$ cat src/rtl/moxie_bus_arbiter.sv
// Round-robin arbiter sharing the moxie Wishbone master port between instruction fetch and
// load/store. Define MOXIE_ARB_TIMEOUT_EN to abort bus cycles that never receive wb_ack_i.
module moxie_bus_arbiter #(
   parameter int unsigned TIMEOUT_CYCLES = 16,
   parameter int unsigned TIMEOUT_W      = 5
) (
   input  logic        clk_i,
   input  logic        rst_i,
   input  logic        ireq_i,
   input  logic [31:0] iadr_i,
   output logic [31:0] idat_o,
   output logic        iack_o,
   output logic        ierr_o,
   input  logic        dreq_i,
   input  logic        dwe_i,
   input  logic [3:0]  dsel_i,
   input  logic [31:0] dadr_i,
   input  logic [31:0] ddat_i,
   output logic [31:0] ddat_o,
   output logic        dack_o,
   output logic        derr_o,
   output logic [31:0] wb_adr_o,
   output logic [31:0] wb_dat_o,
   input  logic [31:0] wb_dat_i,
   output logic [3:0]  wb_sel_o,
   output logic        wb_we_o,
   output logic        wb_cyc_o,
   output logic        wb_stb_o,
   input  logic        wb_ack_i
);

   typedef enum logic [1:0] {S_IDLE, S_BUS_I, S_BUS_D, S_DONE} state_e;
   typedef enum logic {GNT_I, GNT_D} grant_e;

   if (TIMEOUT_CYCLES < 1 || TIMEOUT_CYCLES > (1 << TIMEOUT_W)) begin : g_bad_timeout_cfg
      $error("moxie_bus_arbiter: TIMEOUT_W cannot hold TIMEOUT_CYCLES");
   end

   state_e      state_q, state_d;
   grant_e      last_grant_q, last_grant_d;
   logic [31:0] adr_q, adr_d;
   logic [31:0] wdat_q, wdat_d;
   logic [3:0]  sel_q, sel_d;
   logic        we_q, we_d;
   logic        cyc_q, cyc_d;
   logic [31:0] idat_q, idat_d;
   logic [31:0] ddat_q, ddat_d;
   logic        iack_q, iack_d;
   logic        ierr_q, ierr_d;
   logic        dack_q, dack_d;
   logic        derr_q, derr_d;
   logic        timeout_hit;

`ifdef MOXIE_ARB_TIMEOUT_EN
   logic                 in_bus;
   logic [TIMEOUT_W-1:0] tmo_cnt_q, tmo_cnt_d;

   assign in_bus = (state_q == S_BUS_I) || (state_q == S_BUS_D);

   // Counter sits at zero outside BUS_*, so it is already cleared on entry.
   always_comb begin
      tmo_cnt_d = '0;
      if (in_bus && !wb_ack_i) tmo_cnt_d = tmo_cnt_q + 1'b1;
   end

   assign timeout_hit = in_bus && !wb_ack_i &&
                        (tmo_cnt_q == TIMEOUT_W'(TIMEOUT_CYCLES - 1));

   always_ff @(posedge clk_i) begin
      if (rst_i) tmo_cnt_q <= '0;
      else       tmo_cnt_q <= tmo_cnt_d;
   end
`else
   assign timeout_hit = 1'b0;
`endif

   // NOTE: every always_comb output gets a default first, so no path can infer a latch.
   always_comb begin
      state_d      = state_q;
      last_grant_d = last_grant_q;
      adr_d        = adr_q;
      wdat_d       = wdat_q;
      sel_d        = sel_q;
      we_d         = we_q;
      cyc_d        = cyc_q;
      idat_d       = '0;
      ddat_d       = '0;
      iack_d       = 1'b0;
      ierr_d       = 1'b0;
      dack_d       = 1'b0;
      derr_d       = 1'b0;
      case (state_q)
         S_IDLE: begin
            // Under contention the requester not served last wins.
            if (ireq_i && (!dreq_i || last_grant_q == GNT_D)) begin
               state_d      = S_BUS_I;
               last_grant_d = GNT_I;
               adr_d        = iadr_i;
               wdat_d       = '0;
               sel_d        = 4'hF;
               we_d         = 1'b0;
               cyc_d        = 1'b1;
            end else if (dreq_i) begin
               state_d      = S_BUS_D;
               last_grant_d = GNT_D;
               adr_d        = dadr_i;
               wdat_d       = ddat_i;
               sel_d        = dsel_i;
               we_d         = dwe_i;
               cyc_d        = 1'b1;
            end
         end
         S_BUS_I, S_BUS_D: begin
            // A late ack in the expiry cycle still completes normally.
            if (wb_ack_i || timeout_hit) begin
               cyc_d   = 1'b0;
               state_d = S_DONE;
               if (state_q == S_BUS_I) begin
                  iack_d = wb_ack_i;
                  ierr_d = !wb_ack_i;
                  idat_d = wb_ack_i ? wb_dat_i : '0;
               end else begin
                  dack_d = wb_ack_i;
                  derr_d = !wb_ack_i;
                  ddat_d = wb_ack_i ? wb_dat_i : '0;
               end
            end
         end
         S_DONE:  state_d = S_IDLE;
         default: state_d = S_IDLE;
      endcase
   end

   // NOTE: sequential state uses non-blocking assignments so all registers update together.
   always_ff @(posedge clk_i) begin
      if (rst_i) begin
         state_q      <= S_IDLE;
         last_grant_q <= GNT_D;
         adr_q        <= '0;
         wdat_q       <= '0;
         sel_q        <= '0;
         we_q         <= 1'b0;
         cyc_q        <= 1'b0;
         idat_q       <= '0;
         ddat_q       <= '0;
         iack_q       <= 1'b0;
         ierr_q       <= 1'b0;
         dack_q       <= 1'b0;
         derr_q       <= 1'b0;
      end else begin
         state_q      <= state_d;
         last_grant_q <= last_grant_d;
         adr_q        <= adr_d;
         wdat_q       <= wdat_d;
         sel_q        <= sel_d;
         we_q         <= we_d;
         cyc_q        <= cyc_d;
         idat_q       <= idat_d;
         ddat_q       <= ddat_d;
         iack_q       <= iack_d;
         ierr_q       <= ierr_d;
         dack_q       <= dack_d;
         derr_q       <= derr_d;
      end
   end

   assign wb_adr_o = adr_q;
   assign wb_dat_o = wdat_q;
   assign wb_sel_o = sel_q;
   assign wb_we_o  = we_q;
   assign wb_cyc_o = cyc_q;
   assign wb_stb_o = cyc_q;
   assign idat_o   = idat_q;
   assign iack_o   = iack_q;
   assign ierr_o   = ierr_q;
   assign ddat_o   = ddat_q;
   assign dack_o   = dack_q;
   assign derr_o   = derr_q;

endmodule

$ cat config.mk
export PLATFORM = sky130hd
export DESIGN_NAME = moxie_bus_arbiter
export DESIGN_NICKNAME = d
export VERILOG_FILES = /design/src/rtl/moxie_bus_arbiter.sv
export SDC_FILE = /design/constraint.sdc
export NUM_CORES = 1
export LEC_CHECK = 0
export ABC_CLOCK_PERIOD_IN_PS = 1800
export CORE_UTILIZATION = 38
export CTS_CLUSTER_DIAMETER = 100
export DETAILED_ROUTE_END_ITERATION = 8
export PLACE_DENSITY_LB_ADDON = 0.2
export SYNTH_ARGS = -nofsm -noshare
export SYNTH_HDL_FRONTEND = slang
export SYNTH_SLANG_ARGS = --single-unit
$ cat constraint.sdc
create_clock -name clk_i -period 1.8 [get_ports clk_i]
set_clock_uncertainty 0.2 [all_clocks]
set_input_delay 0.18 -clock clk_i [delete_from_list [all_inputs] [get_ports clk_i]]
set_output_delay 0.18 -clock clk_i [all_outputs]
set_load 0.05 [all_outputs]
# ---- After elaboration in Yosys (flattened, before gate mapping)
# Index checks and enable logic that the tools add are counted.
dict set report totals {
  register_bits 141
  inputBits 138
  out_inout_bits 139
  word_cells 54
}
dict set report op_classes {
  n_eq_ne 5
  n_mux 19
  bitwise 3
  n_reduce_logical 14
}
# cell n
set ops {}
lappend ops {{32-bit 2-to-1 mux} 4}
lappend ops {{1-bit 2-to-1 mux} 8}
lappend ops {{4-bit 2-to-1 mux} 2}
lappend ops {{4-bit OR reduction} 2}
lappend ops {{2-bit 2-to-1 mux} 3}
lappend ops {{2-bit one-hot mux with 3 select lines} 1}
lappend ops {{2-bit equality test (second input constant)} 2}
lappend ops {{2-bit AND reduction} 2}
lappend ops {{2-bit nonzero test} 2}
lappend ops {{3-bit != test (second input constant)} 1}
lappend ops {{1-bit NOT} 3}
lappend ops {{3-bit AND reduction} 1}
lappend ops {{3-bit OR reduction} 1}
lappend ops {{2-bit by 1-bit equality test with 1-bit output (second input constant)} 1}
lappend ops {{1-bit logical NOT} 2}
lappend ops {{2-bit logical NOT} 1}
lappend ops {{2-bit != test (second input constant)} 1}
lappend ops {{1-bit one-hot mux with 2 select lines} 1}
lappend ops {{2-bit OR reduction} 1}
lappend ops {{1-bit logical AND} 1}
lappend ops {{1-bit logical OR} 1}

# ---- Longest topological paths before layout
dict set report logic_depth {
  word_depth 5
  mapped_depth 7
  ltp_nobuf 5
}

# ---- Worst setup path before layout
# No wires, ideal clock.
dict set report synth_timing {
  path_kind {register to register}
  from {reg state_q[0]}
  to {reg adr_q[21], in the netlist wb_adr_o[21]}
  setup_time_ns 0.088
  arrival_ns 1.341
  required_time_ns 1.512
  path_slack_ns 0.171
  path_stages_with_launch 8
  path_buffers 3
  period_less_slack_ns 1.629
  path_cell_list {dfxtp_1 -> inv_1 -> ha_1 -> o21a_1 -> buf_4 -> buf_6 -> buf_6 -> a311oi_2}
}
dict set report synth_between {
  elab_chain_len 2
}
# element line
set synth_rtl {}
lappend synth_rtl {{start, declared} 39} ;# state_e state_q, state_d;
lappend synth_rtl {{start signal, assigned} 151} ;# state_q <= state_d;
lappend synth_rtl {{2-bit logical NOT} 92} ;# case (state_q)
lappend synth_rtl {{2-bit AND reduction (no line)} n/a}
lappend synth_rtl {{end signal, assigned} 153} ;# adr_q <= adr_d;
lappend synth_rtl {{end, declared} 41} ;# logic [31:0] adr_q, adr_d;
# No other way between the ends.
# A chain may end at the register's enable or synchronous reset.

# ---- Worst setup path in the final report
dict set report layout_timing {
  from {reg state_q[0]}
  to {reg adr_q[15], in the netlist wb_adr_o[15]}
}
# Same word-level chain as after synthesis.

==> metrics.cfg <==
[power]
internal_power_w=0.007401
p_seq_share_pct=32.8
power_density_nw_per_um2=1464
peakVddDrop_uv=942.0
switchingPower_w=0.004556
p_comb_share_pct=39.0
p_leak_nw=3.636
total_power_w=0.01196
clock_power_share_pct=28.2
swShare_pct=38.11

[run_status]
status=finished clean

[detailed_routing]
wl_per_cell_um=15.38
final_antenna_net_count=0
vias=4506
remaining_drc_errors=0
via_per_inst=4.898
dr.first_iter.drc_count=235
drt_first_pass_iters=4
routed_wl_um=14150

[worst_hold_path]
hold_depth=3
min_to=wb_sel_o[0]
hp-start=dsel_i[0]
hold_class=input pin to register

[sta]
report.final.slew_viol_count=0
hold_viol_final=0
period_minus_slack_ns=1.708
setup_slack_ns=0.09196
rsz0062_at_grt=false
setup_viol=0
final.setup.tns_ns=0
fmax_mhz=585.5
fin_crit_sh_pct=94.89

[setup_path]
r2r_end=wb_adr_o[15]
ff2ff_path_depth=7
crit_slowest_cell=dfxtp_1
worst-setup-path-type=register to register
cp_cell_sequence=inv_1, ha_1, o21a_4, buf_4, buf_12, nor2_1, a311oi_1
start_kind=register
regToRegSetupSlack_ns=0.09
max_stage_delay_ns=0.31
worstReg2RegStart=state_q[0]
setup.worst_path.end_class=register
path_buf_inv=3
startpoint=state_q[0]
critical_path_peak_fanout=20
cp_top_family=compound AO/OA/AOI/OAI gates
cp.arrival_ns=1.82
cp.required_ns=1.91

[place]
pre_cts_ws_ns=-0.2373
dpl.hpwl_um=10020
port_buffers=276
dp_cells=887
place_area_um2=7562
routabilityCongestion=0.8153

[clock_tree]
cts_max_level=4
cts.path.max_buffers=2
post_cts_buffers=0
clk_latency_ns=0.41
cts_root_buf=clkbuf_16
clkSinkCount=141
clkTransAtPathRegs_ns=0.06
cts_tree=yes
cts-buffers-inserted=17

[die]
io_pins=277
dieArea_um2=13430
coreArea_um2=12620
fp-row-count=41
fp.dieH_um=115.9
initial_utilization_pct=39.04
die_x_um=115.9

[synth]
synth_seq_area_share_pct=57.29
syn-cell-area_um2=4927
synth_flop_cell=dfxtp_1
synthTopCellsByArea=dfxtp_1 57%, a22o_1 5.5%, and3_1 4.3%, and2_1 4.1%, a311oi_1 3.9%
async_flop_share_pct=0
synth-edff-count=0
yosys_warnings=0
synth_top_area_share_pct=57.29
ys_ff_latch=141
synth_largest_area_cell=dfxtp_1
ys_types=37
synth_area_per_cell_um2=10.81
syn-instance-count=456

[global_routing]
grt_pass1_vias=4411
groute.usage.overall_pct=21.05
grt_max_degree=34
grt_antenna_before_repair=0
grt_overflow=0
grt_first_pass_wirelength_um=21470

[final_layout]
final_common_cell=buf_4
drive_above_1_share_pct=28.61
final_cell_mix=156 x buf_4, 141 x dfxtp_1, 136 x clkdlybuf4s50_1
num-nets-final=878
fin_cells=920
postLayoutCellArea_um2=8165
syn_to_final_growth_pct=65.72
antennaDiodeCount=0

[flow_run]
cap_violations=0

[routing by layer]
metal | GRT usage [%] | up-vias | routed length, µm
met2 | 37.42 | 197 | 7262
met5 | 0 | - | 0
li1 | - | 2182 | -
met3 | 7.793 | 28 | 1220
met1 | 21.76 | 2099 | 5338
met4 | 10.43 | 0 | 324
[stage by stage]
stage,util [%],hold slack [ns]
after floorplan,-,0.09507
after global placement,59.92,0.2642
after detailed placement,59.92,0.2682
after CTS,64.65,0.1046
after global routing,64.70,0.1116
final,64.70,0.1209
[cells by family (layout without fill, tap and decap cells)]
family | count (synthesis) | count (layout) | synth area share [%]
and+or+nand+nor | 147 | 148 | 16.05
DFF | 141 | 141 | 57.29
AOI/OAI and AO/OA | 112 | 112 | 19.10
buffers and inverters | 50 | 340 | 6.272
adders and majority gates | 4 | 4 | 1.016
other | 1 | 2 | 0.07611
muxes | 1 | 1 | 0.2032
[Yosys cell counts, drive strengths merged, types with 2 or more instances]
cell type / n
nor2: 41
nand2: 2
nand3: 32
nor2b: 2
a21oi: 2
buf: 28
a22o: 33
inv: 7
nand2b: 3
clkbuf: 15
a211oi: 6
a311oi: 32
dfxtp: 141
ha: 4
and2: 32
and3: 34
o21ai: 33
[state kept, by name, indices dropped and copies added (netlist names), 2 cells and up]
name / count
ddat_o: 32
idat_o: 32
wb_adr_o: 32
wb_dat_o: 32
wb_sel_o: 4
state_q: 2
[worst max path at each step]
stage	end	slack [ns]	cells after the start
after global placement	wb_dat_o[27]	-0.18	4
final	wb_adr_o[15]	0.09	7
after global routing	wb_adr_o[1]	0.0001	7
after CTS	wb_adr_o[13]	0.03	7
after detailed placement	wb_dat_o[10]	-0.24	4
after floorplan	wb_adr_o[21]	0.17	7
[repair_timing]
| item | 4_1_cts | 5_1_grt |
|---|---|---|
| gates resized for setup | 1 | 1 |
| setup endpoints to repair | 33 | 21 |
| cloned | 1 | 0 |
| pin swaps | 1 | 1 |
| hold buffers | 1 | 0 |
| endpoints found under the hold margin | 1 | 0 |
[worst min-delay path, delay by kind of cell]
kind,cells,cell delay (ns)
buf+inv,2,0.45
compound gates,1,0.05
[area by class of cell]
cell class | instances | area (µm²)
inverters | 7 | 26.28
repair buffers | 302 | 2708
multi-input cells | 267 | 1818
well taps | 172 | 215.2
flip-flops and latches | 141 | 2823
clock buffers | 21 | 460.4
clock inverters | 10 | 115.1
fillers | 1037 | 4454
[power by group through the flow]
stage                     clock network (W)  logic [W]  registers (W)
final                               0.00338    0.00466        0.00392
after global routing                0.00359    0.00493        0.00398
after CTS                           0.00344    0.00467        0.00393
after detailed placement                  0    0.00464        0.00398
after global placement                    0    0.00458        0.00397
after floorplan                           0    0.00141        0.00565
Note: power is estimated with default switching activity, not from simulation.
